File: src/rtl/boa_copier_pkg.sv
// Shared types and constants for the boa_mmio_copier block-move initiator.
package boa_copier_pkg;

   localparam int unsigned BOA_ALEN = 32;
   localparam int unsigned BOA_AW   = BOA_ALEN - 2;
   localparam int unsigned BOA_DW   = 32;
   localparam int unsigned BOA_BEW  = 4;

   localparam logic [BOA_BEW-1:0] BOA_COPIER_WE_ALL = 4'b1111;

   typedef enum logic [2:0] {
      ST_IDLE  = 3'd0,
      ST_READ  = 3'd1,
      ST_CAPT  = 3'd2,
      ST_WRITE = 3'd3,
      ST_FIN   = 3'd4
   } state_t;

   // Word address increment, wrapping modulo 2^(alen-2).
   function automatic logic [BOA_AW-1:0] word_inc(input logic [BOA_AW-1:0] a);
      return a + BOA_AW'(1);
   endfunction

endpackage

File: src/rtl/boa_mem_bus.sv
// Word-granular peripheral bus shared by the CPU-side initiators and MMIO responders.
interface boa_mem_bus;
   import boa_copier_pkg::*;

   logic                    re;
   logic [BOA_BEW-1:0]      we;
   logic [BOA_ALEN-1:2]     addr;
   logic [BOA_DW-1:0]       wdata;
   logic [BOA_DW-1:0]       rdata;
   logic                    ready;

   modport CPU (output re, output we, output addr, output wdata,
                input  rdata, input ready);
   modport MEM (input  re, input we, input addr, input wdata,
                output rdata, output ready);

endinterface

File: src/rtl/boa_mmio_copier.sv
// Bus initiator copying len words from src to dst, one read/write pair per word.
// Define BOA_COPIER_FILL_EN to add the fill ports (write a constant pattern, no reads).
module boa_mmio_copier
   import boa_copier_pkg::*;
#(
   parameter int unsigned lw = 16
) (
   input  logic              clk,
   input  logic              rst,
   boa_mem_bus.CPU           bus,
   input  logic              start,
   input  logic [BOA_AW-1:0] src,
   input  logic [BOA_AW-1:0] dst,
   input  logic [lw-1:0]     len,
`ifdef BOA_COPIER_FILL_EN
   input  logic              fill,
   input  logic [BOA_DW-1:0] pattern,
`endif
   output logic              busy,
   output logic              done
);

   state_t              r_state, w_state;
   logic [BOA_AW-1:0]   r_sp, w_sp;
   logic [BOA_AW-1:0]   r_dp, w_dp;
   logic [lw-1:0]       r_cnt, w_cnt;
   logic                r_re, w_re;
   logic [BOA_BEW-1:0]  r_we, w_we;
   logic [BOA_AW-1:0]   r_addr, w_addr;
   logic [BOA_DW-1:0]   r_wdata, w_wdata;
   logic                r_busy, w_busy;
   logic                r_done, w_done;
`ifdef BOA_COPIER_FILL_EN
   logic                r_fill, w_fill;
`endif

   // Next-state and next-output logic; r_wdata doubles as the capture buffer.
   always_comb begin
      w_state = r_state;
      w_sp    = r_sp;
      w_dp    = r_dp;
      w_cnt   = r_cnt;
      w_re    = r_re;
      w_we    = r_we;
      w_addr  = r_addr;
      w_wdata = r_wdata;
      w_busy  = r_busy;
      w_done  = 1'b0;
`ifdef BOA_COPIER_FILL_EN
      w_fill  = r_fill;
`endif
      case (r_state)
         ST_IDLE: begin
            if (start) begin
               w_sp  = src;
               w_dp  = dst;
               w_cnt = len;
`ifdef BOA_COPIER_FILL_EN
               w_fill = fill;
`endif
               if (len == '0) begin
                  w_state = ST_FIN;
                  w_done  = 1'b1;
               end
`ifdef BOA_COPIER_FILL_EN
               else if (fill) begin
                  w_state = ST_WRITE;
                  w_we    = BOA_COPIER_WE_ALL;
                  w_addr  = dst;
                  w_wdata = pattern;
                  w_busy  = 1'b1;
               end
`endif
               else begin
                  w_state = ST_READ;
                  w_re    = 1'b1;
                  w_addr  = src;
                  w_busy  = 1'b1;
               end
            end
         end
         ST_READ: begin
            if (bus.ready) begin
               w_state = ST_CAPT;
               w_re    = 1'b0;
            end
         end
         ST_CAPT: begin
            w_state = ST_WRITE;
            w_wdata = bus.rdata;
            w_we    = BOA_COPIER_WE_ALL;
            w_addr  = r_dp;
         end
         ST_WRITE: begin
            if (bus.ready) begin
               w_sp  = word_inc(r_sp);
               w_dp  = word_inc(r_dp);
               w_cnt = r_cnt - lw'(1);
               w_we  = '0;
               if (r_cnt == lw'(1)) begin
                  w_state = ST_FIN;
                  w_done  = 1'b1;
                  w_busy  = 1'b0;
               end
`ifdef BOA_COPIER_FILL_EN
               else if (r_fill) begin
                  // Pattern is still held in r_wdata; only the address advances.
                  w_we   = BOA_COPIER_WE_ALL;
                  w_addr = word_inc(r_dp);
               end
`endif
               else begin
                  w_state = ST_READ;
                  w_re    = 1'b1;
                  w_addr  = word_inc(r_sp);
               end
            end
         end
         ST_FIN: begin
            w_state = ST_IDLE;
         end
         default: begin
            w_state = ST_IDLE;
         end
      endcase
   end

   // State and output registers, synchronous active-low reset.
   always_ff @(posedge clk) begin
      if (!rst) begin
         r_state <= ST_IDLE;
         r_sp    <= '0;
         r_dp    <= '0;
         r_cnt   <= '0;
         r_re    <= 1'b0;
         r_we    <= '0;
         r_addr  <= '0;
         r_wdata <= '0;
         r_busy  <= 1'b0;
         r_done  <= 1'b0;
`ifdef BOA_COPIER_FILL_EN
         r_fill  <= 1'b0;
`endif
      end else begin
         r_state <= w_state;
         r_sp    <= w_sp;
         r_dp    <= w_dp;
         r_cnt   <= w_cnt;
         r_re    <= w_re;
         r_we    <= w_we;
         r_addr  <= w_addr;
         r_wdata <= w_wdata;
         r_busy  <= w_busy;
         r_done  <= w_done;
`ifdef BOA_COPIER_FILL_EN
         r_fill  <= w_fill;
`endif
      end
   end

   assign bus.re    = r_re;
   assign bus.we    = r_we;
   assign bus.addr  = r_addr;
   assign bus.wdata = r_wdata;
   assign busy      = r_busy;
   assign done      = r_done;

endmodule
File: src/flat_wrapper.sv
// flat-port wrapper written by rule: the top's interface ports become plain ports
module boa_mmio_copier_flat import boa_copier_pkg::*;
#(
   parameter int unsigned lw = 16
)
  (clk, rst, start, src, dst, len, busy, done, bus_re, bus_we, bus_addr, bus_wdata, bus_rdata, bus_ready);
  boa_mem_bus bus_i ();
  input  logic clk;
  input  logic rst;
  input  logic start;
  input  logic [BOA_AW-1:0] src;
  input  logic [BOA_AW-1:0] dst;
  input  logic [lw-1:0] len;
  output logic busy;
  output logic done;
  output wire logic [$bits(bus_i.re)-1:0] bus_re;
  output wire logic [$bits(bus_i.we)-1:0] bus_we;
  output wire logic [$bits(bus_i.addr)-1:0] bus_addr;
  output wire logic [$bits(bus_i.wdata)-1:0] bus_wdata;
  input wire logic [$bits(bus_i.rdata)-1:0] bus_rdata;
  input wire logic [$bits(bus_i.ready)-1:0] bus_ready;
  assign bus_re = bus_i.re;
  assign bus_we = bus_i.we;
  assign bus_addr = bus_i.addr;
  assign bus_wdata = bus_i.wdata;
  assign bus_i.rdata = bus_rdata;
  assign bus_i.ready = bus_ready;
  boa_mmio_copier #(.lw(lw)) u_core (.clk(clk), .rst(rst), .bus(bus_i), .start(start), .src(src), .dst(dst), .len(len), .busy(busy), .done(done));
endmodule
File: config.mk
export PLATFORM = sky130hd
export DESIGN_NAME = boa_mmio_copier_flat
export DESIGN_NICKNAME = d
export VERILOG_FILES = /design/src/rtl/boa_copier_pkg.sv /design/src/rtl/boa_mem_bus.sv /design/src/rtl/boa_mmio_copier.sv /design/src/flat_wrapper.sv
export SDC_FILE = /design/constraint.sdc
export NUM_CORES = 1
export LEC_CHECK = 0
export CAP_MARGIN = 5
export CELL_PAD_IN_SITES_DETAIL_PLACEMENT = 1
export CELL_PAD_IN_SITES_GLOBAL_PLACEMENT = 1
export CORE_ASPECT_RATIO = 0.7
export CORE_MARGIN = 3
export CORE_UTILIZATION = 40
export CTS_CLUSTER_SIZE = 20
export DETAILED_ROUTE_END_ITERATION = 10
export PLACE_DENSITY = 0.93
export SETUP_SLACK_MARGIN = 0.1
export SYNTH_ARGS = -nofsm -noshare
export SYNTH_HDL_FRONTEND = slang
export SYNTH_SLANG_ARGS = --single-unit
export TNS_END_PERCENT = 5
File: constraint.sdc
create_clock -name clk -period 5.25 [get_ports clk]
set_input_delay 1.05 -clock clk [delete_from_list [all_inputs] [get_ports clk]]
set_output_delay 1.05 -clock clk [all_outputs]
set_load 0.01 [all_outputs]
# --- Yosys cells after proc, flatten, opt, wreduce, memory -nomap -nowiden ---
# Cells that the tools add are included.
word_totals:
  mem_bits_rw: 0
  in_bits: 112
  ff_bits: 148
  output_inout_bits: 69
  n_memories: 0
  romBits: 0
  latchBits: 0
  elab_cells: 71
classes:
  n_bitwise: 0
  shifts: 0
  n_lt_le_gt_ge: 0
  reduce_logical: 12
  multipliers: 0
  n_mux: 36
  eq_ne: 10
  addsub: 3
  div: 0
ops:
  columns: ["op", "count"]
  rows:
  - ["two-way mux 30 bit", 8]
  - ["case mux 30 bit (2 select lines)", 2]
  - ["case mux 30 bit (3 select lines)", 1]
  - ["adder 30 x 1 -> 30 bit (second input constant)", 2]
  - ["two-way mux 16 bit", 2]
  - ["case mux 16 bit (2 select lines)", 1]
  - ["equality test 16 x 1 -> 1 bit (second input constant)", 1]
  - ["logical NOT 16 bit", 1]
  - ["subtractor 16 x 1 -> 16 bit (second input constant)", 1]
  - ["two-way mux 3 bit", 5]
  - ["case mux 3 bit (4 select lines)", 1]
  - ["two-way mux 1 bit", 11]
  - ["!= test 2 bit (second input constant)", 5]
  - ["AND reduction 5 bit", 2]
  - ["case mux 4 bit (2 select lines)", 1]
  - ["equality test 3 x 2 -> 1 bit (second input constant)", 2]
  - ["AND reduction 3 bit", 2]
  - ["AND reduction 6 bit", 1]
  - ["nonzero test 3 bit", 2]
  - ["two-way mux 4 bit", 1]
  - ["case mux 1 bit (2 select lines)", 2]
  - ["nonzero test 2 bit", 2]
  - ["equality test 3 x 1 -> 1 bit (second input constant)", 1]
  - ["logical NOT 3 bit", 1]
  - ["other kinds (3)", 3]

# --- Logic depth before layout (Yosys ltp) ---
# Gate-level depths: netlist of run 1.
depth:
  ltp_word: 4
  depth_mapped: 9
  ltp_nobuf: 7

# --- Worst setup path before layout of run 1 ---
# Ideal clock, no wire load.
synth_timing:
  kind: "input -> register"
  startpoint: "input start"
  endpoint: "register u_core.r_cnt[1]"
  slack_ps: 2587
  path_stages: 6
  arrival_ps: 2592
  path_buffers: 2
  setup_time_ps: 70
  path_cell_list: "or3b_2 a21oi_1 clkbuf_1 buf_1 o211ai_1 a21oi_1"
synth_between:
  elab_chain_cells: 2
synth_lines:
  columns: ["item", "line", "rtl"]
  rows:
  - ["from (decl)", "flat_wrapper.sv:10", "input logic start;"]
  - ["!= test 2 bit (no source line)", null, null]
  - ["AND reduction 3 bit (no source line)", null, null]
  - ["to (signal assigned)", "boa_mmio_copier.sv:148", "r_cnt <= w_cnt;"]
  - ["to (decl)", "boa_mmio_copier.sv:26", "logic [lw-1:0] r_cnt, w_cnt;"]
# Every way passes these cells.
# A chain may end at the register's enable or synchronous reset.

# --- Worst setup path after layout of run 1 ---
layout_timing:
  startpoint: "input start"
  endpoint: "register u_core.r_cnt[15]"
# The elaborated chain is that of the path after synthesis.

==> reports/results.txt, run 1 <==
CTS Buf Count - 17
Synth Warn # - 0
First-pass GRT wire length - 52400 um
Top delay family on crit path - buffers and inverters
Startpoint Class - input pin
Yosys reg bits - 145
Crit path buffers/inverters - 2
Crit-path max cell delay - 0.53 ns
Mapped Nets - 1194
Clock Skew - 0.00805 ns
Post-Route WL - 33000 um
Final worst path period need - 3.01 ns
Area share of the leading cell type in the synthesized netlist - 0.358
Worst-Skew Late Latency - 0.43 ns
Buffers on Ports - 180
Final Cell Area - 0.0106 sq mm
DRC - 0
Seq/Total Area, Yosys - 0.358
Post-synth EDFFs - 0
Syn avg cell area - 7.52 sq um
Setup TNS - 0 ns
Num rows - 42
Peak Freq - 0.332 GHz
CTS tree - yes
Resize count post-CTS - 0
RSZ-0062 raised after global routing - no
Hold WC Path Type - flop to flop
Worst path arrival time - 3.38 ns
Fin. max-slew vios - 0
Starting density of the core - 0.418
Count leader, synth - nand2_1
Least-Margin Pin Slew - 1.04 ns
N_diodes - 0
Post-synth ARST share - 0
Core area - 0.0194 sq mm
Post-cts hold buffer count - 0
Area grow syn2layout - 30.8%
Post-DP HPWL - 22500 um
Number of global-route vias before repair - 9379
PwrDens - 310 mW/mm^2
Final worst-path cycle share - 0.573
# H-tree levels - 4
Mapped Area - 0.00810 sq mm
Critical R2R Launch - u_core.r_cnt[1]$_SDFFE_PN0P_
Rel. slew slack - 0.309
DRC marker count from the first detailed-route iteration - 1038
Status - finished clean
Most frequent cells after synthesis - 157 x nand2_1, 145 x dfxtp_1, 120 x a21oi_1
Worst r2r path cells - 8
Maxcap violations - 0
Worst Setup EP - u_core.r_cnt[15]$_SDFFE_PN0P_
Largest net degree at the start of global routing - 98
Setup crit start - start
Leak Pwr - 3.62 nW
Place WS - 1.90 ns
CTS root buf - clkbuf_16
Nets - 1306
Required @ worst endpoint - 5.62 ns
Synth cell types - 70
Worst vdd ir - 0.213 mV
Die W - 176 um
Final worst slack - 2.24 ns
Register-to-register setup slack - 2.28 ns
Dpl cells - 1435
DR pass1 iterations - 5
DP Area - 0.00999 sq mm
Clock Sinks - 145
Most used DFF post-synth - dfxtp_1
Worst path depth - 7
Reg clk slew, reported paths - 0.06 ns
DR WL/cell - 22.5 um
Syn Inst Count - 1078
Hold slack - 0.456 ns
# IOs - 181
GPL Wtd Cong - 0.900
Initial antenna violation count - 0
Post-CTS setup buffers - 0
GR Util All Layers - 0.294
WS Path Type - input pin to flop
Via density - 6.39
Clock Path Buffers - 2
Crit path capture type - flop
Vias - 9375
Die area - 0.0220 sq mm
Antenna viol nets, final - 0
Critical path, cell by cell - clkdlybuf4s50_1 > or3b_2 > a21oi_4 > buf_12 > nand2_1 > a21oi_1 > a31o_2
Die H - 125 um
GRT overflow - 0
Final Non-Filler Cells - 1467
Top post-synthesis cells by area - dfxtp_1 36%, a21oi_1 7.4%, nand2_1 7.3%
Reg2reg end - u_core.bus.addr[19]$_SDFFE_PN0P_
Crit path max fanout - 57
Final setup violating endpoints - 0
Fraction of layout instances using a drive strength above 1 - 0.0632
Hold Fails Final Rpt - 0
Cell taking the most area after synthesis - dfxtp_1
Critical path's slowest cell - or3b_2
## through the flow
step	util	power [mW]
floorplan	-	1.67
global placement	0.515	1.96
detailed placement	0.515	2.00
CTS	0.547	3.28
global route	0.547	3.42
finish	0.547	3.28
## report_power, final
part           internal, mW  total, mW  switching (mW)
Combinational         0.313      0.674           0.362
Sequential             1.20       1.32           0.125
Clock                 0.753       1.29           0.533
## how the worst min path moves through the flow
| stage | startpoint | endpoint | slack (ns) | cells past startpoint |
|---|---|---|---|---|
| 2_1_floorplan | u_core.r_dp[18]$_SDFFE_PN0P_ | u_core.r_dp[18]$_SDFFE_PN0P_ | 0.44 | 2 |
| 3_3_place_gp | u_core.bus.wdata[22]$_SDFFE_PN0N_ | u_core.bus.wdata[22]$_SDFFE_PN0N_ | 0.44 | 2 |
| 3_5_place_dp | u_core.bus.wdata[6]$_SDFFE_PN0N_ | u_core.bus.wdata[6]$_SDFFE_PN0N_ | 0.45 | 2 |
| 4_1_cts | u_core.bus.wdata[6]$_SDFFE_PN0N_ | u_core.bus.wdata[6]$_SDFFE_PN0N_ | 0.46 | 2 |
| 5_1_grt | u_core.bus.wdata[6]$_SDFFE_PN0N_ | u_core.bus.wdata[6]$_SDFFE_PN0N_ | 0.48 | 2 |
| 6_report | u_core.bus.wdata[7]$_SDFFE_PN0N_ | u_core.bus.wdata[7]$_SDFFE_PN0N_ | 0.46 | 2 |
## cells in the final DEF (no fill, tap or decap), drive strengths merged, types with 14 or more instances in the layout
cell type,netlist,layout
a211oi,20,20
a21oi,120,120
a22oi,17,17
a311oi,17,17
a31oi,21,21
buf,20,18
clkbuf,84,17
clkdlybuf4s50,0,179
dfxtp,145,145
nand2,157,157
nand3,42,42
nand4,17,17
nor2,71,71
nor3,27,27
nor4,22,22
o21a,14,14
o21ai,73,73
or4,16,16
## final cells by class
cell class                 instances  area (sq um)
fill                            2360          8790
multi-input combinational        820          4760
sequential                       145          2900
timing repair buffer             197          1960
clock buffer                      17           425
tap                              264           330
clock inverter                    15           184
inverter                           9          33.8
## flip-flops by register name, indices dropped and copies added (netlist names), 3 cells and up
| register | count |
|---|---|
| u_core.r_dp | 30 |
| u_core.r_cnt | 16 |
| u_core.r_state | 3 |
| u_core.bus.addr | 30 |
| u_core.bus.wdata | 32 |
| u_core.r_sp | 30 |
## logic make-up (layout without fill, tap and decap cells)
kind of cell	after synthesis	count (layout)	synth area share
AOI/OAI and AO/OA	379	379	0.303
xor gates and xnor gates	16	16	0.0173
adders and majority gates	4	4	0.00618
buffers and inverters	113	238	0.0574
DFF	145	145	0.358
muxes	6	6	0.00741
and+or+nand+nor	415	415	0.250
## metal layers
metal / routed length [um] / up-vias / part of all wire / GRT usage
li1: - / 4239 / - / -
met5: 0 / - / 0 / 0
met4: 604 / 0 / 0.018 / 0.0740
met1: 14300 / 4605 / 0.43 / 0.405
met2: 15000 / 473 / 0.45 / 0.452
met3: 3090 / 58 / 0.094 / 0.0888
## worst reg2reg max path: stages, from the launching register on
cell and delay [ns]:
dfxtp_1 0.35, inv_1 0.10, ha_1 0.16, or4b_2 0.60, or4_4 0.49, or2_1 0.49
buf_4 0.33, a21oi_1 0.23, a311oi_1 0.08
Note: power is estimated with default switching activity, not from simulation.
==> inputs of run 2 (changes only) <==
--- a/config.mk
+++ b/config.mk
@@ -10,10 +10,10 @@
 export CELL_PAD_IN_SITES_GLOBAL_PLACEMENT = 1
 export CORE_ASPECT_RATIO = 0.7
 export CORE_MARGIN = 3
-export CORE_UTILIZATION = 40
+export CORE_UTILIZATION = 37
 export CTS_CLUSTER_SIZE = 20
 export DETAILED_ROUTE_END_ITERATION = 10
-export PLACE_DENSITY = 0.93
+export PLACE_DENSITY = 0.87
 export SETUP_SLACK_MARGIN = 0.1
 export SYNTH_ARGS = -nofsm -noshare
 export SYNTH_HDL_FRONTEND = slang
==> constraint.sdc (replaced) <==
create_clock -name clk -period 2.8 [get_ports clk]
set_input_delay 0.56 -clock clk [delete_from_list [all_inputs] [get_ports clk]]
set_output_delay 0.56 -clock clk [all_outputs]
set_load 0.01 [all_outputs]
==> run 2 against run 1 <==
Effect of this change: sequential share of layout area shrank 0.95 points; die area up 7.8%; power grew 91%; non-clock buffer count grew 34; critical path depth up 1; sequential power rose by 86%; clock skew increased by 0.0052 ns; largest power group is now clock; count of clock-buffer cells in the layout grew 2; first-iteration DRC count fell by 22%; cell area rose by 3.6%.
==> reports/results.txt, run 2 (synthesized netlist as in run 1, its figures left out) <==
DP Area - 0.0104 sq mm (+3.7%)
Hold slack - 0.457 ns (+0.00114 ns)
Starting density of the core - 0.383 (-0.0346)
Num rows - 44 (+4.8%)
CTS tree - yes
Commonest non-fill, non-tap cell in the layout - clkdlybuf4s50_1
Sequential power share - 0.391 (-0.012)
Post-cts hold buffer count - 0 (unchanged)
Worst-Skew Late Latency - 0.44 ns (about the same)
Die W - 183 um (+3.8%)
Sw frac - 0.310 (-0.000424)
Post-Route WL - 34000 um (+3.2%)
Power, Total - 6.29 mW (+91%)
Status - finished clean
Largest net degree at the start of global routing - 73 (-26%)
Clock Skew - 0.0132 ns (+0.00518 ns)
Clock power share - 0.393 (about the same)
Least-Margin Pin Slew - 0.925 ns (-0.111 ns)
Number of flip-flops in the largest register - 32 (unchanged)
Combinational Power Share - 0.216 (+0.011)
Dpl cells - 1481 (+3.2%)
GRT overflow - 0 (unchanged)
Critical path's slowest cell - or4b_2
Leak Pwr - 3.83 nW (+5.7%)
Crit path capture type - flop
CTS Buf Count - 17 (unchanged)
Required @ worst endpoint - 3.12 ns (-2.50 ns)
Peak Freq - 0.387 GHz
Most frequent cells in the layout - 179 x clkdlybuf4s50_1, 157 x nand2_1, 145 x dfxtp_1
Die H - 130 um (+3.8%)
DRC marker count from the first detailed-route iteration - 808 (-22%)
Utilization after layout - 0.519 (-0.0273)
RSZ-0062 raised after global routing - no
DRC - 0 (unchanged)
Vias - 9416 (+0.44%)
Crit path max fanout - 16 (-72%)
Final worst path period need - 2.58 ns
DR WL/cell - 22.5 um (about the same)
Setup crit start - u_core.r_cnt[1]$_SDFFE_PN0P_
Fraction of layout instances using a drive strength above 1 - 0.0881 (+0.0249)
Reg clk slew, reported paths - 0.06 ns (about the same)
DR pass1 iterations - 5 (unchanged)
Final Cell Area - 0.0110 sq mm (+3.6%)
Crit-path max cell delay - 0.58 ns (+0.05 ns)
Final Non-Filler Cells - 1514 (+3.2%)
GR Util All Layers - 0.282 (-0.0126)
# IOs - 181 (unchanged)
Fin. max-slew vios - 0 (unchanged)
Clock Path Buffers - 2 (unchanged)
Hold WC Path Type - flop to flop
Hold Fails Final Rpt - 0 (unchanged)
Startpoint Class - flop
Maxcap violations - 0 (unchanged)
Pint - 4.34 mW (+92%)
Via density - 6.22 (-2.7%)
Number of global-route vias before repair - 9288 (-0.97%)
First-pass GRT wire length - 52900 um (+0.92%)
Initial antenna violation count - 2 (+2)
Core area - 0.0211 sq mm (+9.0%)
Clock Sinks - 145 (unchanged)
Resize count post-CTS - 0 (unchanged)
Post-DP HPWL - 24000 um (+6.7%)
Nets - 1340 (+2.6%)
PwrDens - 573 mW/mm^2 (+85%)
Area grow syn2layout - 35.5%
Die area - 0.0237 sq mm (+7.8%)
Worst path arrival time - 2.91 ns (-0.47 ns)
Buffers on Ports - 180 (unchanged)
CTS root buf - clkbuf_16
Switching pwr - 1.95 mW (+91%)
Critical path, cell by cell - inv_1 > ha_1 > or4b_2 > or4_4 > nor2_1 > nor2_2 > buf_12 > o221a_2
Critical R2R Launch - u_core.r_cnt[1]$_SDFFE_PN0P_
Hold wc startpoint - u_core.bus.wdata[0]$_SDFFE_PN0N_
Final worst-path cycle share - 0.922
WS Path Type - flop to flop
Post-CTS setup buffers - 0 (unchanged)
Worst vdd ir - 0.431 mV (+100%)
GPL Wtd Cong - 0.899 (about the same)
Rel. slew slack - 0.379 (+0.0694)
Final setup violating endpoints - 0 (unchanged)
Antenna viol nets, final - 0 (unchanged)
# H-tree levels - 4 (unchanged)
run 2: changes by cell type in the layout (fill, tap and decap cells not counted):
cell,change
clkbuf_8,+1
clkbuf_1,+1
diode_2,+1
clkinv_4,-3
buf_12,+8
inv_6,+2
clkinv_2,-2
buf_4,+26
clkinvlp_4,+1
run 2: path summary, 6_finish.rpt:
check                                     end  slack, ns  cells after the start
min reg2reg  u_core.bus.wdata[0]$_SDFFE_PN0N_       0.46                      2
min          u_core.bus.wdata[0]$_SDFFE_PN0N_       0.46                      2
max          u_core.bus.addr[11]$_SDFFE_PN0P_       0.22                      8
max reg2reg  u_core.bus.addr[11]$_SDFFE_PN0P_       0.22                      8
run 2: cell type report:
type,instances,area (sq um)
inverter,9,33.8
fill,2575,10200
sequential,145,2900
multi-input combinational,820,4760
antenna,1,2.50
clock buffer,19,443
timing repair buffer,231,2320
clock inverter,13,173
tap,276,345
run 2: power groups by stage:
stage               clock network (mW)  logic (mW)  registers [mW]
floorplan                            0       0.693            2.45
finish                            2.47        1.36            2.46
detailed placement                   0        1.33            2.49
global placement                     0        1.29            2.48
global route                      2.59        1.47            2.48
CTS                               2.50        1.35            2.45
run 2: metrics by stage:
| stage | setup TNS, ns | setup slack (ns) |
|---|---|---|
| floorplan | 0 | 0.445 |
| global placement | 0 | 0.0759 |
| detailed placement | -0.00397 | -0.00397 |
| CTS | 0 | 0.234 |
| global route | 0 | 0.115 |
| finish | 0 | 0.217 |
run 2: worst max-delay path: cells and delay by family (launching register included):
kind,cells,cell delay (ns)
AO/OA/AOI/OAI,1,0.27
AND/OR/NAND/NOR,4,1.46
buffers and inverters,2,0.27
flip-flops,1,0.34
adder cells (fa/ha/maj),1,0.14
run 2: per-layer routing:
metal,share of wire,GRT usage,wire length [um]
met4,0.022,0.0877,760
met3,0.089,0.0658,3010
met5,0.0010,0,34
met2,0.46,0.442,15500
met1,0.43,0.387,14700
